--- config.mk ---
export PLATFORM = sky130hd
export DESIGN_NAME = decode_stage
export DESIGN_NICKNAME = d
export VERILOG_FILES = /design/src/rtl/decode_stage.sv
export SDC_FILE = /design/constraint.sdc
export NUM_CORES = 1
export LEC_CHECK = 0
export ABC_AREA = 1
export CORE_MARGIN = 2
export CORE_UTILIZATION = 45
export CTS_BUF_LIST = sky130_fd_sc_hd__clkbuf_8 sky130_fd_sc_hd__clkbuf_16
export CTS_CLUSTER_DIAMETER = 50
export CTS_CLUSTER_SIZE = 30
export DETAILED_ROUTE_END_ITERATION = 12
export PLACE_DENSITY = 0.8
export RECOVER_POWER = 25
export SYNTH_ARGS = -nofsm -noshare
export SYNTH_HDL_FRONTEND = slang
export SYNTH_SLANG_ARGS = --single-unit
--- constraint.sdc ---
create_clock -name clk -period 2.1 [get_ports clk]
set_input_delay 0.42 -clock clk [delete_from_list [all_inputs] [get_ports clk]]
set_output_delay 0.42 -clock clk [all_outputs]
set_load 0.02 [all_outputs]
--- src/rtl/decode_stage.sv ---
// Single-entry registered RV32 decode stage with valid/ready handshake,
// flush, illegal-instruction detection and a saturating illegal counter.
module decode_stage #(
  parameter int XLEN  = 32,
  parameter int ALU_W = 4,
  parameter int CNT_W = 16
) (
  input  logic             clk,
  input  logic             rst_n,
  input  logic             flush,
  input  logic             in_valid,
  output logic             in_ready,
  input  logic [31:0]      in_instr,
  input  logic [XLEN-1:0]  in_pc,
  output logic             out_valid,
  input  logic             out_ready,
  output logic [XLEN-1:0]  out_pc,
  output logic [ALU_W-1:0] alu_op,
  output logic             reg_write,
  output logic             mem_read,
  output logic             mem_write,
  output logic             branch,
  output logic             jump,
  output logic [4:0]       rd,
  output logic [4:0]       rs1,
  output logic [4:0]       rs2,
  output logic [XLEN-1:0]  imm,
  output logic             illegal,
  output logic [CNT_W-1:0] illegal_cnt
);

  localparam logic [6:0] OP_R      = 7'b0110011;
  localparam logic [6:0] OP_IMM    = 7'b0010011;
  localparam logic [6:0] OP_LOAD   = 7'b0000011;
  localparam logic [6:0] OP_STORE  = 7'b0100011;
  localparam logic [6:0] OP_BRANCH = 7'b1100011;
  localparam logic [6:0] OP_LUI    = 7'b0110111;
  localparam logic [6:0] OP_AUIPC  = 7'b0010111;
  localparam logic [6:0] OP_JAL    = 7'b1101111;
  localparam logic [6:0] OP_JALR   = 7'b1100111;

  logic [6:0]        opcode;
  logic [3:0]        dec_alu;
  logic              dec_rw;
  logic              dec_mr;
  logic              dec_mw;
  logic              dec_br;
  logic              dec_jmp;
  logic              dec_illegal;
  logic [31:0]       dec_imm32;
  logic [XLEN-1:0]   dec_imm;
  logic              capture;

  assign opcode   = in_instr[6:0];
  assign in_ready = (!out_valid || out_ready) && !flush;
  assign capture  = in_valid && in_ready;

  // Widening a signed 32-bit value sign-extends it to the datapath width.
  assign dec_imm = XLEN'(signed'(dec_imm32));

  // Combinational decode of the incoming word; unknown encodings leave every field zero.
  always_comb begin
    dec_alu     = 4'b0000;
    dec_rw      = 1'b0;
    dec_mr      = 1'b0;
    dec_mw      = 1'b0;
    dec_br      = 1'b0;
    dec_jmp     = 1'b0;
    dec_illegal = 1'b0;
    dec_imm32   = 32'h0;
    if (in_instr[1:0] != 2'b11) begin
      dec_illegal = 1'b1;
    end else begin
      case (opcode)
        OP_R: begin
          dec_alu = 4'b0001;
          dec_rw  = 1'b1;
        end
        OP_IMM: begin
          dec_alu   = 4'b0110;
          dec_rw    = 1'b1;
          dec_imm32 = {{20{in_instr[31]}}, in_instr[31:20]};
        end
        OP_LOAD: begin
          dec_alu   = 4'b0010;
          dec_rw    = 1'b1;
          dec_mr    = 1'b1;
          dec_imm32 = {{20{in_instr[31]}}, in_instr[31:20]};
        end
        OP_STORE: begin
          dec_alu   = 4'b0010;
          dec_mw    = 1'b1;
          dec_imm32 = {{20{in_instr[31]}}, in_instr[31:25], in_instr[11:7]};
        end
        OP_BRANCH: begin
          dec_alu   = 4'b0011;
          dec_br    = 1'b1;
          dec_imm32 = {{19{in_instr[31]}}, in_instr[31], in_instr[7],
                       in_instr[30:25], in_instr[11:8], 1'b0};
        end
        OP_LUI: begin
          dec_alu   = 4'b0100;
          dec_rw    = 1'b1;
          dec_imm32 = {in_instr[31:12], 12'h000};
        end
        OP_AUIPC: begin
          dec_alu   = 4'b1000;
          dec_rw    = 1'b1;
          dec_imm32 = {in_instr[31:12], 12'h000};
        end
        OP_JAL: begin
          dec_alu   = 4'b0101;
          dec_rw    = 1'b1;
          dec_jmp   = 1'b1;
          dec_imm32 = {{11{in_instr[31]}}, in_instr[31], in_instr[19:12],
                       in_instr[20], in_instr[30:21], 1'b0};
        end
        OP_JALR: begin
          dec_alu   = 4'b0111;
          dec_rw    = 1'b1;
          dec_jmp   = 1'b1;
          dec_imm32 = {{20{in_instr[31]}}, in_instr[31:20]};
        end
        default: dec_illegal = 1'b1;
      endcase
    end
    if (in_instr[11:7] == 5'd0) begin
      dec_rw = 1'b0;
    end
  end

  // Pipeline register: flush wins, then capture (which also covers consume+capture), then drain.
  always_ff @(posedge clk or negedge rst_n) begin
    if (!rst_n) begin
      out_valid   <= 1'b0;
      out_pc      <= '0;
      alu_op      <= '0;
      reg_write   <= 1'b0;
      mem_read    <= 1'b0;
      mem_write   <= 1'b0;
      branch      <= 1'b0;
      jump        <= 1'b0;
      rd          <= 5'd0;
      rs1         <= 5'd0;
      rs2         <= 5'd0;
      imm         <= '0;
      illegal     <= 1'b0;
      illegal_cnt <= '0;
    end else if (flush) begin
      out_valid <= 1'b0;
    end else if (capture) begin
      out_valid <= 1'b1;
      out_pc    <= in_pc;
      alu_op    <= ALU_W'(dec_alu);
      reg_write <= dec_rw;
      mem_read  <= dec_mr;
      mem_write <= dec_mw;
      branch    <= dec_br;
      jump      <= dec_jmp;
      rd        <= in_instr[11:7];
      rs1       <= in_instr[19:15];
      rs2       <= in_instr[24:20];
      imm       <= dec_imm;
      illegal   <= dec_illegal;
      if (dec_illegal && (illegal_cnt != {CNT_W{1'b1}})) begin
        illegal_cnt <= illegal_cnt + 1'b1;
      end
    end else if (out_valid && out_ready) begin
      out_valid <= 1'b0;
    end
  end

endmodule

==> results.md, run 1 <==
* Cells after Synth at 634
* XOR/XNOR Fraction of Synth Area at 0.0123
* Worst r2r src: illegal_cnt[0]
* Worst Setup Start Kind: register
* Compound-cell area share of the yosys netlist at 0.0438
* Final-report setup violation count at 0
* Vias post-DR at roughly 5k
* Number of synthesized flops with an enable pin at 0
* Status: finished clean
* Fin nets at a little under 900
* First-pass GRT wire length at between 20 and 25 mm
* Fin Setup TNS at 0 ns
* Placeable Area at 10,800 um2
* Yosys reg bits at 106
* Final ANT Viol Nets at 0
* WP data required at between 1.5 and 2 ns
* Worst setup path class: register to primary output
* Initial antenna violation count at 0
* Syn nets at a little over 700
* # DRC at 0
* Fin crit share at 0.943
* Peak supply drop at 0.533 mV
* Non-Filler Instances at roughly 960
* Min Tclk post-route at approximately 2 ns
* Layout cells sized above 1 at 0.0650
* Area leader, netlist: dfrtp_1
* Slew headroom at 0.321
* Dpl cells at around 940
* Critical-path cell list: clkdlybuf4s50_1
* Postcts setup bufs at 0
* FF-to-FF path depth at 9
* Mux contribution to synthesized area at 0
* DRT Pass-1 Iters at 5
* Syn Area/Cell at between 7 and 8 um2
* Ranking of synthesized cells by area: dfrtp_1, nand2_1, nand3_1
* Die Y at roughly 110 um
* Pwr Density at 681 nW/um2
* Clock transition at the registers of the reported paths at approximately 0.1 ns
* Reg-to-reg endpoint: illegal_cnt[5]
* Top_reg_cell synth: dfrtp_1
* Levels on crit path at 1
* Worst path top cell family by delay: buffers and inverters
* Post-Synth Adder-Cell Area at 0.00251
* Avg WL per Cell at between 10 and 15 um
* Die Wd at about 110 um
* Fill cells at around 930
* CP max stage delay at between 0.6 and 0.7 ns
* Max Cap Violations at 0
* Worst path buffer plus inverter count at 1
* Max Clk Rate at between 500 and 600 MHz
* CTS tree: done
* Hpwl dp at roughly 10 mm
* Slew @ Worst Pin at about 1.0 ns
* Post-Syn Area at between 4000 and 5000 um2
* Cts bufs inserted at 9
* Max clock buf depth at 2
* Post-synth ARST share at 1.00
* Drt first-iter violations at 305
* Placer Congestion at ~0.9
* Die area at 11,900 um2
* CP Max Fanout at 8
* Max Slew Vio Count at 0
* Congestion Overflow GR at 0
* Clk_lat worst skew at around 0.37 ns
* Via count of the first global-routing pass at approximately 4.8k
* Post-synthesis cell type count at 28
* Fin. Hold Viols at 0
* Pleak at 3.55 nW
* Largest net degree at the start of global routing at a little under 60
* Clk root buf: clkbuf_8
* Initial Util at 0.461
* Final wirelength at 14.0 mm
* Post-synthesis sequential area ratio at 0.533
* GRT Total Usage at 0.246
* N_diodes at 0
* Ys Warns at 0
* Largest family of logic cells by synthesized area: simple AND/OR/NAND/NOR gates
* Hold Path Class: primary input to asynchronous set/reset pin
* RSZ-0062 raised after global routing: false
* Setup crit end kind: primary output
* Max Clock Skew at between 0.007 and 0.008 ns
* Slowest CP cell: clkdlybuf4s50_1
* IO Port Bufs at roughly 180
* Clk sink count at roughly 110
* Synth top area share at 0.533
* Reg2reg setup slack at around 0.37 ns
* Post-synthesis simple-gate area fraction at 0.354
* DR vias/cell at approximately 5.1
* I/O pins at about 180
* Worst path arrival time at roughly 1.6 ns
* H-tree lvl count at 3
* Std-Cell Rows at 38
* P&R area growth vs syn at 42.9%
-- where the power goes --
part	internal, mW	switching, mW	total, mW
Clock	0.552	0.699	1.25
Sequential	2.23	0.151	2.38
Combinational	0.573	0.640	1.21
Total	3.35	1.49	4.84
-- cells by family after synthesis --
kind of cell,Yosys count
xor+xnor,7
simple gates,419
buf+inv,61
compound gates,40
flops,106
fa+ha+maj,1
-- cell usage after synthesis, drive strengths merged, types with 2 or more instances --
| library cell | instances |
|---|---|
| nand3 | 35 |
| xnor2 | 3 |
| nand2 | 320 |
| buf | 23 |
| inv | 34 |
| o31ai | 2 |
| clkbuf | 3 |
| dfrtp | 106 |
| nor2 | 41 |
| a22oi | 4 |
| nand4 | 21 |
| xor2 | 4 |
| o21ai | 33 |
-- layout make-up --
type / instances / area [um2] / share of cell area
clock buffers: 9 / 124 / 0.0174
multi-input cells: 467 / 2060 / 0.289
inverters: 35 / 131 / 0.0185
clock inverters: 7 / 68.8 / 0.00968
repair buffers: 191 / 1900 / 0.267
flip-flops and latches: 106 / 2650 / 0.373
well taps: 140 / 175 / 0.0246
-- layer usage --
metal  part of all wire  track usage  up-vias  wire (um)
met1               0.41        0.311     2302       5700
met2               0.50        0.419      192       7020
met4              0.014       0.0842        0        195
met5                  0            0        -          0
met3              0.080       0.0502       21       1130
li1                   -            -     2341          -
-- flip-flops by register name, indices dropped and copies added (netlist names) --
signal / cells
mem_write: 1
mem_read: 1
rd: 5
illegal_cnt: 16
out_pc: 32
jump: 1
imm: 32
rs2: 5
illegal: 1
alu_op: 4
branch: 1
rs1: 5
out_valid: 1
reg_write: 1
-- metrics by stage --
stage	instance area, um2	utilization	hold WS [ns]	setup slack (ns)	power, mW
3_3_place_gp	6950	0.644	0.444	0.0278	3.60
2_1_floorplan	4980	-	0.124	0.364	2.94
5_1_grt	7110	0.659	0.307	0.0605	5.09
3_5_place_dp	6950	0.644	0.452	-0.00952	3.64
4_1_cts	7140	0.662	0.0457	0.0101	4.89
6_report	7110	0.659	0.213	0.120	4.84
-- layout by cell type, fill, tap and decap left out, types with 9 or more instances in the layout --
cell type / count
clkdlybuf4s50_1: 173
nand4_1: 20
buf_4: 11
inv_1: 32
nor2_1: 32
nand2_1: 314
clkbuf_8: 9
dfrtp_1: 106
nand3_1: 33
o21ai_0: 32
-- how the worst max path moves through the flow --
stage / start / slack [ns] / to
3_3_place_gp: out_ready / 0.03 / in_ready
3_5_place_dp: in_instr[4] / -0.01 / illegal_cnt[5]
6_report: illegal_cnt[4] / 0.12 / illegal_cnt[4]
5_1_grt: illegal_cnt[3] / 0.06 / illegal_cnt[3]
4_1_cts: out_ready / 0.01 / in_ready
2_1_floorplan: out_valid / 0.36 / illegal_cnt[12]
-- what timing repair did --
item | 4_1_cts | 5_1_grt
resized for setup | 0 | 1
hold buffers | 0 | 0
setup endpoints to repair | 0 | 1
Power figures use the tool's default switching activity.
==> run 2, diff against run 1 <==
Settings changed: CORE_UTILIZATION 45 to 49, PLACE_DENSITY 0.8 to 0.86.
Clock period 2.1 ns to 2.55 ns, I/O delays scaled along.
==> run 2 against run 1 <==
  * Final area fell by 1.5%
  * Worst setup slack improved by 0.17 ns
  * Sequential share of layout area rose by 0.55 points
  * Total power fell by 20%
  * Count of clock-buffer cells in the layout rose by 1
  * Utilization rose by 5.5 points
  * Flip-flop and latch count did not move
  * Wire length fell by 2.2%
  * Register-to-register slack improved by 0.45 ns
  * Final cell count fell by 1.6%
  * Combinational power fell by 18%
  * Clock power fell by 26%
  * Critical path type is now primary input to primary output
  * Critical endpoint is now in_ready
==> results.md, run 2 (synthesis gave the netlist of run 1 again) <==
* Pwr Total at 3.87 mW (-20%)
* Die Wd at 105 um (-4.0%)
* Slew headroom at 0.0643 (-0.256)
* Setup crit end kind: primary output
* Hold Crit Depth at 2
* CTS tree: done
* RSZ-0062 raised after global routing: false
* Reg-to-reg endpoint: illegal_cnt[6]
* Drt first-iter violations at 256 (-16%)
* Placed Area at 6850 um2 (-1.4%)
* P&R area growth vs syn at 40.8%
* Clk_lat worst skew at 0.36 ns (about the same)
* Commonest cells after routing, fill and taps aside: nand2_1, clkdlybuf4s50_1, dfrtp_1, nand3_1
* M1 wire length at 5.61 mm (-1.6%)
* Fin Hold WS at 0.489 ns (+0.276 ns)
* Congestion Overflow GR at 0 (unchanged)
* Die Y at 105 um (-4.0%)
* Clock transition at the registers of the reported paths at 0.09 ns (about the same)
* Pleak at 3.48 nW (-2.0%)
* DP Worst Slack at 0.224 ns (+0.234 ns)
* Cts bufs inserted at 9 (unchanged)
* Layout cells sized above 1 at 0.0558 (-0.00927)
* Max Clock Skew at 0.0106 ns (+0.00330 ns)
* I/O pins at 176 (unchanged)
* Pwr Density at 552 nW/um2 (-19%)
* Worst setup path class: primary input to primary output
* Min-Delay Endpoint: branch
* Final-report setup violation count at 0 (unchanged)
* Max Clk Rate at roughly 440 MHz
* Final non-filler cell area at 7010 um2 (-1.5%)
* Fin. Hold Viols at 0 (unchanged)
* Metal3 WL at 959 um (-15%)
* First-pass GRT wire length at 23.0 mm (+0.60%)
* Final wirelength at 13.7 mm (-2.2%)
* Worst hold start: branch
* DR vias/cell at 5.13 (+0.97%)
* # DRC at 0 (unchanged)
* Worst path arrival time at 1.75 ns (+0.19 ns)
* Reg2reg setup slack at 0.82 ns (+0.45 ns)
* Initial Util at 0.507 (+0.0457)
* Clk sink count at 106 (unchanged)
* Status: finished clean
* Placeable Area at 9820 um2 (-9.0%)
* FF-to-FF path depth at 9 (unchanged)
* Placer Congestion at 0.886 (-0.83%)
* CP Max Fanout at 2 (-6)
* Hold buffer count at CTS at 0 (unchanged)
* CTS resizes at 0 (unchanged)
* Dpl cells at 925 (-1.5%)
* GRT Total Usage at 0.259 (+0.0132)
* Largest regs: imm: 32 flops, out_pc: 32 flops, illegal_cnt: 16 flops
* Met2 WL at 6.86 mm (-2.3%)
* Fin crit share at 0.886
* Postcts setup bufs at 0 (unchanged)
* Std-Cell Rows at 36 (-5.3%)
* Die area at 11,000 um2 (-7.9%)
* Final core utilization at 0.714 (+0.0547)
* Fin Setup TNS at 0 ns (unchanged)
* Avg WL per Cell at 14.6 um (-0.61%)
* Max clock buf depth at 2 (unchanged)
* Min Tclk post-route at about 2.3 ns
* Clk root buf: clkbuf_8
* Hpwl dp at 10.1 mm (-3.1%)
* WP data required at 2.04 ns (+0.36 ns)
* Via count of the first global-routing pass at 4,826 (-0.35%)
* Initial antenna violation count at 0 (unchanged)
* Worst r2r src: illegal_cnt[0]
* Max Slew Vio Count at 0 (unchanged)
* Final ANT Viol Nets at 0 (unchanged)
* Hold Path Class: register to register
* Non-Filler Instances at 940 (-1.6%)
* Vias post-DR at 4,826 (-0.62%)
* Peak supply drop at 0.380 mV (-29%)
* H-tree lvl count at 3 (unchanged)
* Slew @ Worst Pin at 1.40 ns (+0.385 ns)
* Most common cell after layout, fill and taps aside: nand2_1
* Largest net degree at the start of global routing at 107 (+81%)
* DRT Pass-1 Iters at 8 (+3)
* Top layer reached by signal wires: met4
* Worst Setup Start Kind: primary input
* N_diodes at 0 (unchanged)
* Max Cap Violations at 0 (unchanged)
* Fin nets at 873 (-0.80%)
* IO Port Bufs at 175 (unchanged)
* Setup ws final at 0.291 ns (+0.171 ns)
[run 2: cell types whose count changed in the layout (fill, tap and decap cells not counted), moves of 2 or more]
cell / before / now
clkbuf_4: 0 / 2
clkbuf_2: 3 / 0
buf_4: 11 / 7
buf_12: 3 / 1
inv_6: 2 / 0
[run 2: worst max path at each step]
| stage | start | slack [ns] | depth (start not counted) | endpoint |
|---|---|---|---|---|
| 6_report | out_ready | 0.29 | 4 | in_ready |
| 5_1_grt | out_ready | 0.22 | 4 | in_ready |
| 4_1_cts | out_ready | 0.29 | 4 | in_ready |
| 3_5_place_dp | in_instr[5] | 0.22 | 7 | illegal_cnt[0] |
| 3_3_place_gp | out_ready | 0.29 | 4 | in_ready |
| 2_1_floorplan | out_valid | 0.81 | 9 | illegal_cnt[12] |
[run 2: routing by layer]
| layer | global-route usage | vias up |
|---|---|---|
| met5 | 0 | - |
| met4 | 0.0905 | 0 |
| met3 | 0.0580 | 26 |
| met2 | 0.450 | 202 |
| met1 | 0.317 | 2268 |
| li1 | - | 2330 |
[run 2: critical path: stages]
cell and delay [ns]:
clkdlybuf4s50_1 0.45, nor2_1 0.05, nor2_1 0.12, clkdlybuf4s50_1 0.62
[run 2: power by group]
group / total (mW) / switching [mW] / internal, mW
Combinational: 0.987 / 0.523 / 0.464
Sequential: 1.96 / 0.122 / 1.84
Clock: 0.921 / 0.548 / 0.374
[run 2: cell type report]
type / count / area (um2)
multi-input cells: 467 / 2060
inverters: 35 / 131
flip-flops and latches: 106 / 2650
clock buffers: 10 / 138
repair buffers: 184 / 1830
clock inverters: 5 / 32.5
well taps: 133 / 166
fillers: 782 / 2810
